[src/rtl/seq_add_pkg.sv]
// Shared definitions for the digit-serial adder/subtractor: FSM state
// encodings and a ceil-log2 helper used to size the step counter.
package seq_add_pkg;

  typedef enum logic [1:0] {
    S_IDLE = 2'd0,
    S_RUN  = 2'd1,
    S_DONE = 2'd2
  } state_t;

  // Ceil-log2 with a floor of 1, so a single-step build still gets a
  // one-bit counter instead of a zero-width vector.
  function automatic int clog2_min1(input int n);
    int r;
    r = 1;
    while ((1 << r) < n) r++;
    return r;
  endfunction

endpackage

[src/rtl/full_adder_cell.sv]
// One-bit combinational full adder; DIGIT copies form the per-step ripple chain.
module full_adder_cell (
  input  logic a,
  input  logic b,
  input  logic ci,
  output logic s,
  output logic co
);

  // Sum and carry of a single bit position.
  always_comb begin
    s  = a ^ b ^ ci;
    co = (a & b) | (ci & (a ^ b));
  end

endmodule

[src/rtl/seq_ripple_adder.sv]
// Multi-cycle ripple adder/subtractor: WIDTH-bit operands, DIGIT bits per
// clock, carry held in a register between steps.
// Optional build macro: SEQ_ADD_OVF_EN adds the registered signed-overflow
// output ovf; without it the port and its logic are absent.
//
// Handshake: start is sampled only in IDLE or DONE; a sampled start latches
// a/b/sub/cin and moves to RUN. busy is high for exactly the STEPS RUN
// cycles. done is a one-cycle pulse (DONE state) in which sum/cout/ovf are
// freshly valid; they hold until the next done or reset. start while busy
// is dropped, not queued.
module seq_ripple_adder
  import seq_add_pkg::*;
#(
  parameter int WIDTH = 8,
  parameter int DIGIT = 1
) (
  input  logic             clk,
  input  logic             rst,
  input  logic             start,
  input  logic             sub,
  input  logic [WIDTH-1:0] a,
  input  logic [WIDTH-1:0] b,
  input  logic             cin,
  output logic             busy,
  output logic             done,
  output logic [WIDTH-1:0] sum,
  output logic             cout,
`ifdef SEQ_ADD_OVF_EN
  output logic             ovf,
`endif
  output state_t           dbg_state
);

  localparam int STEPS = WIDTH / DIGIT;
  localparam int CW    = clog2_min1(STEPS);
  localparam logic [CW-1:0] LAST_STEP = CW'(STEPS - 1);

  if ((WIDTH % DIGIT) != 0) begin : g_bad_digit
    $error("seq_ripple_adder: WIDTH must be an integer multiple of DIGIT");
  end

  state_t             r_state;
  state_t             w_next;
  logic [WIDTH-1:0]   r_a;
  logic [WIDTH-1:0]   r_b;
  logic               r_carry;
  logic [CW-1:0]      r_step;
  logic [WIDTH-1:0]   r_sum;
  logic               r_cout;
  logic [WIDTH-1:0]   w_full;
  logic [DIGIT:0]     w_c;
  logic [DIGIT-1:0]   w_s;
  logic               w_load;
  logic               w_run;
  logic               w_last;

  assign w_load = start && ((r_state == S_IDLE) || (r_state == S_DONE));
  assign w_run  = (r_state == S_RUN);
  assign w_last = w_run && (r_step == LAST_STEP);

  // Per-step ripple chain over the low DIGIT bits of the operand shifters.
  assign w_c[0] = r_carry;
  for (genvar i = 0; i < DIGIT; i++) begin : g_cell
    full_adder_cell u_cell (
      .a  (r_a[i]),
      .b  (r_b[i]),
      .ci (w_c[i]),
      .s  (w_s[i]),
      .co (w_c[i+1])
    );
  end

  // Partial result: new digits enter at the top, older ones drift down, so
  // after STEPS shifts the first digit sits at bit 0.
  if (DIGIT < WIDTH) begin : g_part
    logic [WIDTH-DIGIT-1:0] r_part;
    assign w_full = {w_s, r_part};
    // Shift the partial-result register once per RUN cycle.
    always_ff @(posedge clk) begin
      if (rst) begin
        r_part <= '0;
      end else if (w_run) begin
        r_part <= w_full[WIDTH-1:DIGIT];
      end
    end
  end else begin : g_nopart
    assign w_full = w_s;
  end

  // FSM state register.
  always_ff @(posedge clk) begin
    if (rst) r_state <= S_IDLE;
    else     r_state <= w_next;
  end

  // Next-state decode and handshake outputs.
  always_comb begin
    w_next = r_state;
    busy   = 1'b0;
    done   = 1'b0;
    case (r_state)
      S_IDLE: begin
        if (start) w_next = S_RUN;
      end
      S_RUN: begin
        busy = 1'b1;
        if (w_last) w_next = S_DONE;
      end
      S_DONE: begin
        done   = 1'b1;
        w_next = start ? S_RUN : S_IDLE;
      end
      default: w_next = S_IDLE;
    endcase
  end

  // Operand load, per-step shift/carry update and final result capture.
  always_ff @(posedge clk) begin
    if (rst) begin
      r_a     <= '0;
      r_b     <= '0;
      r_carry <= 1'b0;
      r_step  <= '0;
      r_sum   <= '0;
      r_cout  <= 1'b0;
    end else if (w_load) begin
      r_a     <= a;
      r_b     <= sub ? ~b : b;
      r_carry <= sub ? 1'b1 : cin;
      r_step  <= '0;
    end else if (w_run) begin
      r_a     <= r_a >> DIGIT;
      r_b     <= r_b >> DIGIT;
      r_carry <= w_c[DIGIT];
      r_step  <= r_step + CW'(1);
      if (w_last) begin
        r_sum  <= w_full;
        r_cout <= w_c[DIGIT];
      end
    end
  end

`ifdef SEQ_ADD_OVF_EN
  logic r_ovf;
  // Signed overflow: carry into the MSB differs from carry out of it; the
  // MSB is the top cell of the final step.
  always_ff @(posedge clk) begin
    if (rst)         r_ovf <= 1'b0;
    else if (w_last) r_ovf <= w_c[DIGIT] ^ w_c[DIGIT-1];
  end
  assign ovf = r_ovf;
`endif

  assign sum       = r_sum;
  assign cout      = r_cout;
  assign dbg_state = r_state;

endmodule
[config.mk]
export PLATFORM = sky130hd
export DESIGN_NAME = seq_ripple_adder
export DESIGN_NICKNAME = d
export VERILOG_FILES = /design/src/rtl/seq_add_pkg.sv /design/src/rtl/full_adder_cell.sv /design/src/rtl/seq_ripple_adder.sv
export SDC_FILE = /design/constraint.sdc
export NUM_CORES = 1
export LEC_CHECK = 0
export CAP_MARGIN = 40
export CORE_MARGIN = 3
export CORE_UTILIZATION = 26
export DETAILED_ROUTE_END_ITERATION = 8
export PLACE_DENSITY = 0.43
export RECOVER_POWER = 100
export SYNTH_ARGS = -nofsm -noshare
export SYNTH_HDL_FRONTEND = slang
export SYNTH_SLANG_ARGS = --single-unit
[constraint.sdc]
create_clock -name clk -period 2 [get_ports clk]
set_input_delay 0.3 -clock clk [delete_from_list [all_inputs] [get_ports clk]]
set_output_delay 0.3 -clock clk [all_outputs]
set_load 0.02 [all_outputs]
==> results.json <==
{
  "initial_core_util_pct": 28.0,
  "min_path_type": "reg2reg",
  "syn_inst": 181,
  "grt_pass1_vias": 1304,
  "finalSetupViolCount": 0,
  "cts_num_sinks": 38,
  "fp.dieH_um": 84.4,
  "cts_setup_buffers": 0,
  "p_leak_nw": 0.750,
  "nets": 235,
  "cts_hold_buf": 0,
  "yosysUniqueCellTypes": 27,
  "routed_wl_um": 3680,
  "area_delta_synth_final_pct": 26.6,
  "async_flop_share_pct": 0,
  "ys_seq_elements": 38,
  "worstSkewPairLatency_ps": 290,
  "hold_depth": 2,
  "cts.clk_slew.worst_paths_ps": 70,
  "cts_made_buffers": 5,
  "max_freq_mhz": 552,
  "io_buffers": 33,
  "routedWlPerCell_um": 13.0,
  "grt_overflow_total": 0,
  "fin_tns_setup_ps": 0,
  "vdd_ir_drop_max_uv": 312,
  "timing.reg2reg.setup_slack_ps": 370,
  "place_hpwl_um": 2460,
  "clock_path_buffers": 2,
  "drive_gt1_share_pct": 6.60,
  "cp.arrival_ps": 1510,
  "num_vias": 1353,
  "cp-start-kind": "register",
  "netlist_area_um2": 1600,
  "cts-root-buf": "clkbuf_8",
  "required_ps": 1700,
  "fin_crit_sh_pct": 90.5,
  "slew_headroom_pct": 55.2,
  "critPathCaptureType": "output port",
  "cts_tree": "yes",
  "layout_min_cycle_time_ps": 1810,
  "power_density_nw_per_um2": 779,
  "drc": 0,
  "worst_pin_slew_ps": 673,
  "core-area_um2": 5710,
  "drt-initial-drc-count": 67,
  "synth_edf_count": 0,
  "crit_type": "reg2out",
  "core.rowCount": 27,
  "ys_warn_count": 0,
  "pre_cts_slack_ps": 361,
  "gp_congestion": 0.683,
  "min-delay-start": "sum[6]",
  "fin_cells": 284,
  "reg2regPathDepth": 5,
  "h-tree-depth": 2,
  "dp.cells": 276,
  "syn_nets": 205,
  "slew_violations": 0,
  "ctsResizeCount": 0,
  "antenna_found_initial": 0,
  "fp.dieArea_um2": 7120,
  "synth-main-ff-cell": "dfxtp_1",
  "hold_end": "sum[6]",
  "setup_ws_ps": 190,
  "syn_avg_cell_area_um2": 8.82,
  "crit-reg2reg-launch": "dbg_state[0]",
  "r2r_end": "r_a[6]",
  "grt_max_degree": 39,
  "cp_max_fo": 6,
  "skew_ps": 6.66,
  "maxCapViolations": 0,
  "status": "completed",
  "track_usage_pct": 10.6,
  "critPathLaunch": "dbg_state[0]",
  "ant_nets": 0,
  "vias_per_cell": 4.76,
  "grt_pass1_wl_um": 6210,
  "finalHoldViolCount": 0,
  "seq_area_frac_synth_pct": 47.6,
  "io_pins": 34,
  "n_antenna_cell": 0,
  "power.total_mw": 1.57,
  "rsz0062_at_grt": "no",
  "drtPass1Iterations": 4,
  "die_w_um": 84.4
}
## placed cells by master (no fill, tap or decap), drive strengths merged, types with 2 or more instances in the layout
master         instances
a21oi                 20
a22oi                  3
a311oi                 2
buf                    2
clkbuf                11
clkdlybuf4s50         21
dfxtp                 38
dlygate4sd3           12
ha                     2
mux2i                  3
nand2                 29
nand2b                 2
nand3                 14
nor2                   4
nor2b                  2
nor3                  22
o22ai                  9
xor2                   8
## critical path, stage by stage (launching register included)
cell,delay (ps)
dfxtp_1,410
nand2b_1,110
clkinvlp_2,100
clkdlybuf4s50_1,610
## cells in the mapped netlist, drive strengths merged, types with 2 or more instances
cell type / n / share of area [%]
dfxtp: 38 / 48
nand2: 29 / 6.8
nor3: 22 / 7.2
a21oi: 20 / 6.3
nand3: 14 / 4.4
buf: 13 / 6.6
o22ai: 9 / 3.5
xor2: 8 / 4.4
nor2: 4 / 0.94
a22oi: 3 / 1.4
clkbuf: 3 / 0.71
mux2i: 3 / 1.9
a311oi: 2 / 1.1
ha: 2 / 1.6
nand2b: 2 / 0.78
nor2b: 2 / 0.78
## where the power goes
part           switching, mW  leakage [nW]  internal [mW]  total [mW]
logic                  0.118         0.392          0.101       0.220
clock network          0.257        0.0482          0.278       0.535
registers             0.0244         0.310          0.795       0.820
## logic make-up (layout without fill, tap and decap cells)
kind of cell	after synthesis	count (layout)	share of synthesized area, %
multiplexers	3	3	1.88
AND/OR/NAND/NOR	74	74	21.4
flip-flops	38	38	47.6
buffers and inverters	17	48	7.84
AO/OA/AOI/OAI	37	37	13.5
XOR/XNOR	9	9	4.94
adder cells (fa/ha/maj)	3	3	2.82
## flip-flops by register name (all words and copies together) (netlist names)
signal         cells
r_a                8
r_b                8
sum                8
g_part.r_part      7
r_step             3
dbg_state          2
cout               1
r_carry            1
## through the flow
step	instance area, µm²	utilization (%)	hold WS [ps]
2_1_floorplan	1600	-	437
3_3_place_gp	1950	34.1	446
3_5_place_dp	1950	34.1	448
4_1_cts	2040	35.7	456
5_1_grt	2020	35.4	468
6_report	2020	35.4	451
## routing by layer
metal / global-route usage, % / part of all wire (%) / up-vias
met5: 0 / 0 / -
met4: 3.88 / 1.5 / 0
met3: 3.04 / 5.0 / 5
met2: 16.8 / 47 / 30
met1: 13.7 / 47 / 625
li1: - / - / 693
## how the worst max path moves through the flow
stage | to | slack [ps]
after floorplan | busy | 740
after global placement | r_b[6] | 420
after detailed placement | r_b[6] | 360
after CTS | busy | 130
after global routing | busy | 80
final | busy | 190
## final cells by class
type | instances | area (µm²)
Clock inverter | 1 | 5.00
Timing Repair Buffer | 39 | 364
Tap cell | 72 | 90.1
Inverter | 1 | 5.00
Clock buffer | 7 | 86.3
Sequential cell | 38 | 761
Multi-Input combinational cell | 126 | 711
Fill cell | 604 | 3690
No activity file was read; power rests on OpenSTA's default activity.
